### config.mk
export PLATFORM = sky130hd
export DESIGN_NAME = mem_arbiter_flat
export DESIGN_NICKNAME = d
export VERILOG_FILES = /design/src/rtl/mem_arbiter_if.sv /design/src/rtl/mem_arbiter.sv /design/src/flat_wrapper.sv
export SDC_FILE = /design/constraint.sdc
export NUM_CORES = 1
export LEC_CHECK = 0
export BUFFER_PORTS_ARGS = -buffer_cell sky130_fd_sc_hd__buf_2
export CELL_PAD_IN_SITES_DETAIL_PLACEMENT = 1
export CELL_PAD_IN_SITES_GLOBAL_PLACEMENT = 1
export CORE_MARGIN = 4
export CORE_UTILIZATION = 41
export CTS_BUF_LIST = sky130_fd_sc_hd__clkbuf_2 sky130_fd_sc_hd__clkbuf_4 sky130_fd_sc_hd__clkbuf_8
export DETAILED_ROUTE_END_ITERATION = 12
export PLACE_DENSITY = 0.85
export SKIP_LAST_GASP = 1
export SLEW_MARGIN = 40
export SYNTH_ARGS = -nofsm -noshare
export SYNTH_HDL_FRONTEND = slang
export SYNTH_SLANG_ARGS = --single-unit
### constraint.sdc
create_clock -name clk -period 7.39 [get_ports clk]
set_input_delay 1.1085 -clock clk [delete_from_list [all_inputs] [get_ports clk]]
set_output_delay 1.1085 -clock clk [all_outputs]
set_load 0.01 [all_outputs]
### src/rtl/mem_arbiter_if.sv
// Bus bundle for mem_arbiter: fetch port, data port and RAM-controller command port.
// The slave modport is the arbiter's view; master is the view of everything around it.
interface mem_arbiter_if;
  logic        if_req;
  logic [15:0] if_addr;
  logic        if_cack;
  logic        if_ready;
  logic        if_busy;
  logic [31:0] if_data;

  logic        dm_req;
  logic        dm_we;
  logic [15:0] dm_addr;
  logic [15:0] dm_wdata;
  logic        dm_cack;
  logic        dm_ready;
  logic        dm_busy;
  logic [15:0] dm_rdata;

  logic        mem_req;
  logic        mem_we;
  logic [15:0] mem_addr;
  logic [15:0] mem_wdata;
  logic        mem_cack;
  logic        mem_ready;
  logic [31:0] mem_rdata;

  modport slave (
    input  if_req, if_addr,
    output if_cack, if_ready, if_busy, if_data,
    input  dm_req, dm_we, dm_addr, dm_wdata,
    output dm_cack, dm_ready, dm_busy, dm_rdata,
    output mem_req, mem_we, mem_addr, mem_wdata,
    input  mem_cack, mem_ready, mem_rdata
  );

  modport master (
    output if_req, if_addr,
    input  if_cack, if_ready, if_busy, if_data,
    output dm_req, dm_we, dm_addr, dm_wdata,
    input  dm_cack, dm_ready, dm_busy, dm_rdata,
    input  mem_req, mem_we, mem_addr, mem_wdata,
    output mem_cack, mem_ready, mem_rdata
  );
endinterface

### src/rtl/mem_arbiter.sv
// Two-port RAM arbiter: instruction fetch and data unit share one RAM controller.
// Data port wins ties, except fetch is forced through after STARVE_LIMIT data grants.
module mem_arbiter #(
  parameter int unsigned STARVE_LIMIT = 4
) (
  input  logic           clk,
  input  logic           rst,
  mem_arbiter_if.slave   bus
);

  typedef enum logic [1:0] {
    ST_IDLE  = 2'd0,
    ST_ISSUE = 2'd1,
    ST_WAIT  = 2'd2
  } state_t;

  typedef enum logic {
    OWN_IF = 1'b0,
    OWN_DM = 1'b1
  } owner_t;

  localparam logic [3:0] LIMIT = 4'(STARVE_LIMIT);

  state_t      state_r;
  state_t      state_nxt;
  owner_t      owner_r;
  logic [3:0]  starve_r;

  logic        grant_if_s;
  logic        grant_dm_s;
  logic        complete_s;

  logic        mem_req_r;
  logic        mem_we_r;
  logic [15:0] mem_addr_r;
  logic [15:0] mem_wdata_r;
  logic        if_ready_r;
  logic        dm_ready_r;
  logic [31:0] if_data_r;
  logic [15:0] dm_rdata_r;

  // Arbitration is only live in IDLE; outside it no grant can be made.
  always_comb begin
    grant_dm_s = 1'b0;
    grant_if_s = 1'b0;
    if (state_r == ST_IDLE) begin
      grant_dm_s = bus.dm_req && (!bus.if_req || (starve_r != LIMIT));
      grant_if_s = bus.if_req && !grant_dm_s;
    end else begin
      grant_dm_s = 1'b0;
      grant_if_s = 1'b0;
    end
  end

  // Next-state logic; cack together with ready in ISSUE completes immediately.
  always_comb begin
    state_nxt  = state_r;
    complete_s = 1'b0;
    case (state_r)
      ST_IDLE: begin
        if (grant_if_s || grant_dm_s) begin
          state_nxt = ST_ISSUE;
        end else begin
          state_nxt = ST_IDLE;
        end
      end
      ST_ISSUE: begin
        if (bus.mem_cack && bus.mem_ready) begin
          complete_s = 1'b1;
          state_nxt  = ST_IDLE;
        end else if (bus.mem_cack) begin
          state_nxt = ST_WAIT;
        end else begin
          state_nxt = ST_ISSUE;
        end
      end
      ST_WAIT: begin
        if (bus.mem_ready) begin
          complete_s = 1'b1;
          state_nxt  = ST_IDLE;
        end else begin
          state_nxt = ST_WAIT;
        end
      end
      default: begin
        state_nxt = ST_IDLE;
      end
    endcase
  end

  // State register.
  always_ff @(posedge clk or posedge rst) begin
    if (rst) begin
      state_r <= ST_IDLE;
    end else begin
      state_r <= state_nxt;
    end
  end

  // Owner and starvation counter; the counter only counts data grants that made fetch wait.
  always_ff @(posedge clk or posedge rst) begin
    if (rst) begin
      owner_r  <= OWN_IF;
      starve_r <= 4'd0;
    end else if (grant_dm_s) begin
      owner_r <= OWN_DM;
      if (bus.if_req && (starve_r < LIMIT)) begin
        starve_r <= starve_r + 4'd1;
      end
    end else if (grant_if_s) begin
      owner_r  <= OWN_IF;
      starve_r <= 4'd0;
    end
  end

  // Command register toward the RAM controller; held stable for the whole ISSUE phase.
  always_ff @(posedge clk or posedge rst) begin
    if (rst) begin
      mem_req_r   <= 1'b0;
      mem_we_r    <= 1'b0;
      mem_addr_r  <= 16'h0000;
      mem_wdata_r <= 16'h0000;
    end else begin
      mem_req_r <= (state_nxt == ST_ISSUE);
      if (grant_dm_s) begin
        mem_we_r    <= bus.dm_we;
        mem_addr_r  <= bus.dm_addr;
        mem_wdata_r <= bus.dm_wdata;
      end else if (grant_if_s) begin
        mem_we_r    <= 1'b0;
        mem_addr_r  <= bus.if_addr;
        mem_wdata_r <= 16'h0000;
      end
    end
  end

  // Completion: latch read data for the owner and pulse its ready for one cycle.
  always_ff @(posedge clk or posedge rst) begin
    if (rst) begin
      if_ready_r <= 1'b0;
      dm_ready_r <= 1'b0;
      if_data_r  <= 32'h0000_0000;
      dm_rdata_r <= 16'h0000;
    end else begin
      if_ready_r <= complete_s && (owner_r == OWN_IF);
      dm_ready_r <= complete_s && (owner_r == OWN_DM);
      if (complete_s && (owner_r == OWN_IF)) begin
        if_data_r <= bus.mem_rdata;
      end
      if (complete_s && (owner_r == OWN_DM)) begin
        dm_rdata_r <= bus.mem_rdata[15:0];
      end
    end
  end

  assign bus.mem_req   = mem_req_r;
  assign bus.mem_we    = mem_we_r;
  assign bus.mem_addr  = mem_addr_r;
  assign bus.mem_wdata = mem_wdata_r;
  assign bus.if_ready  = if_ready_r;
  assign bus.dm_ready  = dm_ready_r;
  assign bus.if_data   = if_data_r;
  assign bus.dm_rdata  = dm_rdata_r;

  // Accept strobes pass mem_cack straight through to the port that owns the command.
  assign bus.if_cack = bus.mem_cack && (state_r == ST_ISSUE) && (owner_r == OWN_IF);
  assign bus.dm_cack = bus.mem_cack && (state_r == ST_ISSUE) && (owner_r == OWN_DM);

  assign bus.if_busy = ((state_r != ST_IDLE) && (owner_r == OWN_DM)) || grant_dm_s;
  assign bus.dm_busy = ((state_r != ST_IDLE) && (owner_r == OWN_IF)) || grant_if_s;

endmodule

### src/flat_wrapper.sv
// flat-port wrapper written by rule: the top's interface ports become plain ports
module mem_arbiter_flat 
#(
  parameter int unsigned STARVE_LIMIT = 4
)
  (clk, rst, bus_if_req, bus_if_addr, bus_if_cack, bus_if_ready, bus_if_busy, bus_if_data, bus_dm_req, bus_dm_we, bus_dm_addr, bus_dm_wdata, bus_dm_cack, bus_dm_ready, bus_dm_busy, bus_dm_rdata, bus_mem_req, bus_mem_we, bus_mem_addr, bus_mem_wdata, bus_mem_cack, bus_mem_ready, bus_mem_rdata);
  mem_arbiter_if bus_i ();
  input  logic clk;
  input  logic rst;
  input wire logic [$bits(bus_i.if_req)-1:0] bus_if_req;
  input wire logic [$bits(bus_i.if_addr)-1:0] bus_if_addr;
  output wire logic [$bits(bus_i.if_cack)-1:0] bus_if_cack;
  output wire logic [$bits(bus_i.if_ready)-1:0] bus_if_ready;
  output wire logic [$bits(bus_i.if_busy)-1:0] bus_if_busy;
  output wire logic [$bits(bus_i.if_data)-1:0] bus_if_data;
  input wire logic [$bits(bus_i.dm_req)-1:0] bus_dm_req;
  input wire logic [$bits(bus_i.dm_we)-1:0] bus_dm_we;
  input wire logic [$bits(bus_i.dm_addr)-1:0] bus_dm_addr;
  input wire logic [$bits(bus_i.dm_wdata)-1:0] bus_dm_wdata;
  output wire logic [$bits(bus_i.dm_cack)-1:0] bus_dm_cack;
  output wire logic [$bits(bus_i.dm_ready)-1:0] bus_dm_ready;
  output wire logic [$bits(bus_i.dm_busy)-1:0] bus_dm_busy;
  output wire logic [$bits(bus_i.dm_rdata)-1:0] bus_dm_rdata;
  output wire logic [$bits(bus_i.mem_req)-1:0] bus_mem_req;
  output wire logic [$bits(bus_i.mem_we)-1:0] bus_mem_we;
  output wire logic [$bits(bus_i.mem_addr)-1:0] bus_mem_addr;
  output wire logic [$bits(bus_i.mem_wdata)-1:0] bus_mem_wdata;
  input wire logic [$bits(bus_i.mem_cack)-1:0] bus_mem_cack;
  input wire logic [$bits(bus_i.mem_ready)-1:0] bus_mem_ready;
  input wire logic [$bits(bus_i.mem_rdata)-1:0] bus_mem_rdata;
  assign bus_i.if_req = bus_if_req;
  assign bus_i.if_addr = bus_if_addr;
  assign bus_if_cack = bus_i.if_cack;
  assign bus_if_ready = bus_i.if_ready;
  assign bus_if_busy = bus_i.if_busy;
  assign bus_if_data = bus_i.if_data;
  assign bus_i.dm_req = bus_dm_req;
  assign bus_i.dm_we = bus_dm_we;
  assign bus_i.dm_addr = bus_dm_addr;
  assign bus_i.dm_wdata = bus_dm_wdata;
  assign bus_dm_cack = bus_i.dm_cack;
  assign bus_dm_ready = bus_i.dm_ready;
  assign bus_dm_busy = bus_i.dm_busy;
  assign bus_dm_rdata = bus_i.dm_rdata;
  assign bus_mem_req = bus_i.mem_req;
  assign bus_mem_we = bus_i.mem_we;
  assign bus_mem_addr = bus_i.mem_addr;
  assign bus_mem_wdata = bus_i.mem_wdata;
  assign bus_i.mem_cack = bus_mem_cack;
  assign bus_i.mem_ready = bus_mem_ready;
  assign bus_i.mem_rdata = bus_mem_rdata;
  mem_arbiter #(.STARVE_LIMIT(STARVE_LIMIT)) u_core (.clk(clk), .rst(rst), .bus(bus_i));
endmodule
* Yosys cells after proc, flatten, opt, wreduce, memory -nomap -nowiden
Index checks and enable logic that the tools add are counted.
** Word-level totals
- Input bits :: 87
- Word-level logic and storage cells :: 60
- Bits in registers :: 91
- Output and inout bits :: 88
** Operators by class
- Reduce and logical (&&, ||, !) cells :: 21
- Multiplexer cells :: 20
- $lt $le $gt $ge :: 1
- $add $sub $neg :: 1
- Eq/ne operators :: 5
- Bitwise gates (word level) :: 1
** Operators with widths (count)
- $mux W16 :: 4
- $mux W4 :: 3
- $logic_and A1 B1 Y1 :: 11
- $mux W1 :: 8
- $mux W2 :: 3
- $pmux W2 S3 :: 1
- $add A4 B1 Y4 const B :: 1
- $eq A2 B1 Y1 const B :: 2
- $logic_or A1 B1 Y1 :: 4
- $lt A4 B3 Y1 const B :: 1
- $ne A4 B3 Y1 const B :: 1
- $reduce_bool A2 Y1 :: 2
- $eq A2 B2 Y1 const B :: 1
- $logic_not A1 Y1 :: 2
- $logic_not A2 Y1 :: 1
- $ne A2 B2 Y1 const B :: 1
- $pmux W1 S2 :: 1
- $reduce_and A2 Y1 :: 1
- $not A1 Y1 :: 1

* Logic depth before layout (Yosys ltp)
Gate-level depths: netlist of run 1.
- Depth after elaboration :: 10
- Gate-level depth with buffers :: 7
- Gate-level depth less buffers :: 5

* Worst setup path after synthesis of run 1
Ideal clock, no wire load.
- Path kind :: input to output
- From :: in bus_dm_req
- To :: out bus_if_busy
- Data required time :: 6.281 ns
- Data arrival time :: 1.839 ns
- Path slack :: 4.443 ns
- Stages :: 4
- Path buffers :: 2
- Cell sequence :: buf_2 -> nand3_2 -> buf_2 -> o21ai_0
** Between the ends
- Cells in the longest elaborated chain, start to end :: 3
** RTL lines
- from (decl) :: line flat_wrapper.sv:16 : input wire logic [$bits(bus_i.dm_req)-1:0] bus_dm_req;
- $logic_and A1 B1 Y1 :: line mem_arbiter.sv:47 : grant_dm_s = bus.dm_req && (!bus.if_req || (starve_r != LIMIT));
- $mux W1 :: line mem_arbiter.sv:46 : if (state_r == ST_IDLE) begin
- $logic_or A1 B1 Y1 :: line mem_arbiter.sv:169 : assign bus.if_busy = ((state_r != ST_IDLE) && (owner_r == OWN_DM)) || grant_dm_s;
- to (decl) :: line flat_wrapper.sv:14 : output wire logic [$bits(bus_i.if_busy)-1:0] bus_if_busy;
No other way between the ends.

* Final worst setup path of run 1
- From :: reg u_core.state_r[1]
- To :: out bus_dm_busy
** Between the ends
- Cells in the longest elaborated chain, start to end :: 3
- Elaborated cells on any way between the ends :: 5
- Those cells by class :: 1 x mux; 4 x reduce/logical
** RTL lines
- from (decl) :: line mem_arbiter.sv:24 : state_t state_r;
- from (signal assigned) :: line mem_arbiter.sv:96 : state_r <= state_nxt;
- $logic_not A2 Y1 / $reduce_bool A2 Y1 (equally long branches) :: line mem_arbiter.sv:46, mem_arbiter.sv:170
- $mux W1 / $logic_and A1 B1 Y1 (equally long branches) :: line mem_arbiter.sv:46, mem_arbiter.sv:170
- $logic_or A1 B1 Y1 * :: line mem_arbiter.sv:170 : assign bus.dm_busy = ((state_r != ST_IDLE) && (owner_r == OWN_IF)) || grant_if_s;
- to (decl) :: line flat_wrapper.sv:22 : output wire logic [$bits(bus_i.dm_busy)-1:0] bus_dm_busy;
Mark *: on every way between the ends. The rest lies on a longest branch, timed or not.

==> flow_metrics.py, run 1 <==
metrics = {
    "outcome": {
        "outcome": "finished, final reports clean",
    },
    "timing": {
        "tns_ns": 0,
        "rsz0062_at_grt": "false",
        "period_share": 0.4283,
        "final_max_slew_viol_count": 0,
        "fmax_ghz": 0.3159,
        "slew_headroom": 0.5229,
        "skew_ns": 0.01759,
        "max_slew.worst_pin.slew_ns": 0.7157,
        "finalHoldViolations": 0,
        "setup_viol": 0,
        "period_needed_ns": 3.165,
    },
    "placed_design": {
        "io_buffer_count": 174,
        "post-dp-hpwl_mm": 7.671,
        "place_congestion": 0.7798,
        "place_area_um2": 4922,
    },
    "setup_path": {
        "worstPathRequired_ns": 6.28,
        "crit_type": "flip-flop to output port",
        "worstSetupEndpointType": "output port",
        "cp_slowest_cell": "dfrtp_1",
        "slowest_delay_ns": 0.41,
        "crit_family": "flip-flops",
        "critPathBufInv": 2,
        "start_kind": "flip-flop",
        "worstPathArrival_ns": 2.06,
        "crit_chain": "inv_1, ha_1, nand2_4, a21o_1, o21ai_0, buf_2",
        "worstPathMaxFanout": 39,
    },
    "global_route": {
        "antenna_found_initial": 0,
        "grt_pass1_wl_mm": 16.44,
        "grt_pass1_vias": 3252,
        "grt_max_degree": 92,
        "grt_usage": 0.1854,
        "grt-ovfl-total": 0,
    },
    "job": {
        "max_cap_viol_count": 0,
    },
    "logic_synthesis": {
        "synth.net_count": 374,
        "synth-warning-count": 0,
        "synth_top_flop_cell": "dfrtp_1",
        "synth_cell_types": 32,
        "ys_seq_area_frac": 0.5802,
        "yosys.area.top_type": "dfrtp_1",
        "synth_area_leaders": "dfrtp_1 (58%), mux2_2 (20%), mux2i_1 (4.6%)",
        "synth_area_um2": 3925,
        "yosysTopAreaCellShare": 0.5802,
        "synth-edff-count": 0,
        "synth_commonest_cells": "dfrtp_1 (91), mux2_2 (71), inv_1 (23)",
        "synthArstFlopShare": 1.000,
        "yosysMostFrequentCell": "dfrtp_1",
        "ys_ff_latch": 91,
        "syn_avg_cell_area_um2": 13.97,
        "syn_inst": 281,
    },
    "clock_tree": {
        "ctsHoldBuffers": 0,
        "cts.path.max_buffers": 2,
        "cts_tree": "yes",
        "cts_max_level": 3,
        "clock_latency_ns": 0.34,
        "cts_resized": 0,
        "numCtsBuffers": 9,
        "clkTransAtPathRegs_ns": 0.10,
        "cts-root-buf": "clkbuf_8",
        "post_cts_buffers": 0,
        "cts.sinks": 91,
    },
    "route": {
        "wl_per_cell_um": 17.13,
        "vias": 2818,
        "vias_per_cell": 4.752,
        "finalWirelength_mm": 10.16,
        "dr.first_iter.drc_count": 87,
        "antenna_violating_nets_post_route": 0,
        "drt_pass1_iterations": 4,
        "drc": 0,
    },
    "floorplan": {
        "num_rows": 35,
        "start_util": 0.4228,
        "die_w_um": 105.8,
        "ios": 175,
        "die_y_um": 105.8,
        "core_um2": 9284,
        "die_area_um2": 11200,
    },
    "finish": {
        "antenna_cells": 0,
        "drive_above_1_share": 0.6078,
        "nNetsFinal": 552,
        "final_area_um2": 5162,
        "syn2layout_area_growth_pct": 31.53,
    },
    "worst_hold_path": {
        "hp-class": "flip-flop to flip-flop",
    },
    "pwr": {
        "ir_worst_vdd_v": 0.0001832,
        "seq_power_share": 0.396,
        "p_sw_uw": 754.0,
        "p_clk_frac": 0.181,
        "combPwrFrac": 0.423,
        "p_int_uw": 1392,
        "p_sw_frac": 0.3514,
        "power_density_nw_per_um2": 415.7,
        "p_leak_uw": 0.002779,
    },
}
==> power groups by stage <==
stage | Clock, uW | Sequential, uW | Combinational (uW)
floorplan | 0 | 963 | 442
global placement | 0 | 845 | 879
detailed placement | 0 | 862 | 922
CTS | 401 | 854 | 926
global route | 423 | 886 | 986
finish | 389 | 851 | 907
==> metrics by stage <==
| step | total power (uW) | cells | setup WS, ns | utilization | hold WS (ns) |
|---|---|---|---|---|---|
| 6_report | 2146 | 593 | 4.225 | 0.5561 | 0.5088 |
| 4_1_cts | 2181 | 593 | 3.925 | 0.5553 | 0.5122 |
| 3_3_place_gp | 1723 | 575 | 3.981 | 0.5274 | 0.4836 |
| 5_1_grt | 2295 | 593 | 4.101 | 0.5561 | 0.5317 |
| 2_1_floorplan | 1405 | 281 | 3.918 | - | 0.5010 |
| 3_5_place_dp | 1784 | 577 | 3.949 | 0.5302 | 0.4907 |
==> cell families (layout without fill, tap and decap cells) <==
logic type | count (synthesis) | in the layout | share of synthesized area
fa+ha+maj | 6 | 6 | 0.01913
simple gates | 38 | 38 | 0.05196
buf+inv | 36 | 219 | 0.04463
compound gates | 12 | 12 | 0.02008
flops | 91 | 91 | 0.5802
mux | 98 | 98 | 0.2840
==> routing by layer <==
metal  track usage  vias to the layer above  routed length (um)
met5             0                        -                   0
met2        0.3625                       82                5882
li1              -                     1314                   -
met1        0.1939                     1404                3536
met4       0.06660                        0                 254
met3       0.03674                       18                 486
==> area by class of cell <==
class                           count  area (um^2)
Fill cell                        1052         4121
Multi-Input combinational cell    154         1478
Inverter                           24        91.34
Clock buffer                       10        137.6
Timing Repair Buffer              179        922.1
Clock inverter                      6        95.09
Tap cell                          129        161.4
Sequential cell                    91         2277
==> placed cells by master, fill, tap and decap left out, types with 2 or more instances in the layout <==
cell type and instances:
o21a_1 2, buf_4 2, mux2_4 9, a21o_1 2
buf_2 174, ha_1 6, mux2i_1 18, nand2_1 21
a21oi_1 2, dfrtp_1 91, clkbuf_8 11, o21ai_0 3
buf_6 2, inv_6 3, mux2_2 71, nand2b_1 2
nand3_1 2, nor2_1 3, inv_1 22, nor3_4 2
bufinv_16 2
==> worst paths after layout <==
path,start,to,slack [ns],cells past startpoint
hold / removal,u_core.bus.dm_rdata[11],u_core.bus.dm_rdata[11],0.51,1
max in group asynchronous,rst,u_core.bus.mem_addr[15],5.91,3
min in group asynchronous,rst,u_core.bus.if_data[19],0.97,3
setup / recovery,u_core.state_r[1],bus_dm_busy,4.22,6
setup reg to reg,u_core.state_r[0],u_core.bus.dm_rdata[7],5.38,7
hold reg to reg,u_core.bus.dm_rdata[11],u_core.bus.dm_rdata[11],0.51,1
==> registers in the layout, indices dropped and copies added, names as in the netlist <==
signal,flops
u_core.starve_r,4
u_core.bus.if_ready,1
u_core.bus.mem_wdata,16
u_core.bus.dm_rdata,16
u_core.bus.if_data,32
u_core.bus.mem_addr,16
u_core.state_r,2
u_core.bus.dm_ready,1
u_core.bus.mem_we,1
u_core.bus.mem_req,1
u_core.owner_r,1
Note: power is estimated with default switching activity, not from simulation.
==> inputs of run 2 (changes only) <==
Settings changed: CORE_UTILIZATION 41 to 38, PLACE_DENSITY 0.85 to 0.8.
Clock period 7.39 ns to 3.3 ns, I/O delays scaled along.
==> flow_metrics.py, run 2 (synthesized netlist as in run 1, its figures left out) <==
metrics = {
    "setup_path": {
        "worstSetupEndpointType": "output port",
        "worstPathMaxFanout": 18,
        "worstPathArrival_ns": 1.96,
        "worstPathRequired_ns": 2.80,
        "crit_type": "flip-flop to output port",
        "start_kind": "flip-flop",
    },
    "timing": {
        "slew_headroom": 0.6551,
        "tns_ns": 0,
        "setup_viol": 0,
        "skew_ns": 0.01036,
        "period_needed_ns": 2.451,
        "fmax_ghz": 0.4079,
        "final_max_slew_viol_count": 0,
        "rsz0062_at_grt": "false",
        "max_slew.worst_pin.slew_ns": 0.5173,
        "period_share": 0.7428,
        "finalHoldViolations": 0,
    },
    "clock_tree": {
        "cts.path.max_buffers": 2,
        "clkTransAtPathRegs_ns": 0.09,
        "cts_resized": 0,
        "cts_tree": "yes",
        "cts.sinks": 91,
        "ctsHoldBuffers": 0,
        "clock_latency_ns": 0.35,
        "numCtsBuffers": 9,
        "post_cts_buffers": 0,
        "cts_max_level": 3,
        "cts-root-buf": "clkbuf_8",
    },
    "global_route": {
        "grt_usage": 0.1581,
        "grt_pass1_vias": 3002,
        "grt-ovfl-total": 0,
        "grt_pass1_wl_mm": 14.75,
        "grt_max_degree": 92,
        "antenna_found_initial": 0,
    },
    "pwr": {
        "p_clk_frac": 0.191,
        "seq_power_share": 0.397,
        "power_density_nw_per_um2": 929.2,
        "combPwrFrac": 0.413,
        "p_int_uw": 3185,
        "p_sw_frac": 0.3385,
        "p_leak_uw": 0.002779,
        "p_sw_uw": 1630,
        "ir_worst_vdd_v": 0.0003341,
    },
    "finish": {
        "layout_commonest_cell": "buf_2",
        "antenna_cells": 0,
        "nNetsFinal": 552,
        "largest_reg_flops": 32,
        "n_fill_cell": 1100,
        "drive_above_1_share": 0.6078,
        "syn2layout_area_growth_pct": 32.01,
        "final_cell_mix": "buf_2 (174), dfrtp_1 (91), mux2_2 (71)",
        "final_area_um2": 5181,
    },
    "route": {
        "finalWirelength_mm": 9.381,
        "met3_length_um": 601,
        "antenna_violating_nets_post_route": 0,
        "vias": 2778,
        "dr.first_iter.drc_count": 96,
        "highest_layer": "met4",
        "drt_pass1_iterations": 4,
        "drc": 0,
        "wl_per_cell_um": 15.71,
        "drt-met1-wl_mm": 3.545,
        "wl_met2_mm": 5.116,
        "vias_per_cell": 4.653,
    },
    "placed_design": {
        "post-dp-hpwl_mm": 7.015,
        "io_buffer_count": 174,
        "place_congestion": 0.7731,
        "place_area_um2": 4932,
    },
    "floorplan": {
        "num_rows": 36,
        "ios": 175,
        "core_um2": 9910,
        "die_area_um2": 12020,
        "start_util": 0.3961,
        "die_y_um": 109.6,
        "die_w_um": 109.6,
    },
    "worst_hold_path": {
        "hp-class": "primary input to async pin",
    },
    "outcome": {
        "outcome": "finished, final reports clean",
    },
    "job": {
        "max_cap_viol_count": 0,
    },
}
## run 2: cell type report
class | count | area (um^2) | share of cell area
clock buffer | 10 | 137.6 | 0.02656
clock inverter | 6 | 111.4 | 0.02149
inverter | 24 | 91.34 | 0.01763
multi-input combinational | 154 | 1473 | 0.2842
sequential | 91 | 2277 | 0.4395
tap | 133 | 166.4 | 0.03212
timing repair buffer | 179 | 924.6 | 0.1785
## run 2: worst paths after layout
path	startpoint	to	slack (ns)	cells after the start
max	u_core.state_r[0]	bus_dm_busy	0.85	6
min	rst	u_core.bus.mem_wdata[1]	0.24	3
max reg2reg	u_core.state_r[0]	u_core.bus.mem_addr[15]	1.09	6
min reg2reg	u_core.bus.dm_rdata[9]	u_core.bus.dm_rdata[9]	0.51	1
max in group asynchronous	rst	u_core.starve_r[3]	2.68	3
min in group clk	bus_mem_ready	u_core.state_r[1]	0.33	2
## run 2: metrics by stage
stage / worst slack, ns / util / hold WS [ns] / instances / power, uW
floorplan: 0.4414 / - / 0.5010 / 281 / 3147
global placement: 1.158 / 0.4966 / 0.4845 / 580 / 3864
detailed placement: 1.102 / 0.4977 / 0.4901 / 581 / 3965
CTS: 0.8055 / 0.5229 / 0.2573 / 597 / 4914
global route: 0.7007 / 0.5229 / 0.2827 / 597 / 5158
finish: 0.8487 / 0.5229 / 0.2399 / 597 / 4815
## run 2: metal layers
metal,track usage,vias up
met3,0.03582,9
met4,0.05877,0
met2,0.2829,86
met1,0.1841,1373
met5,0,-
li1,-,1310
## run 2: power groups by stage
stage	clock [uW]	sequential, uW	combinational (uW)
final	919	1910	1990
after CTS	954	1920	2040
after global placement	0	1910	1960
after floorplan	0	2160	990
after global routing	997	1980	2180
after detailed placement	0	1940	2030
## run 2: worst max-delay path: stages, from the launching register on
cell and delay, ns:
dfrtp_1 0.42, inv_1 0.09, ha_1 0.30, nand2_2 0.32, a21o_1 0.25, o21ai_0 0.06
buf_2 0.16
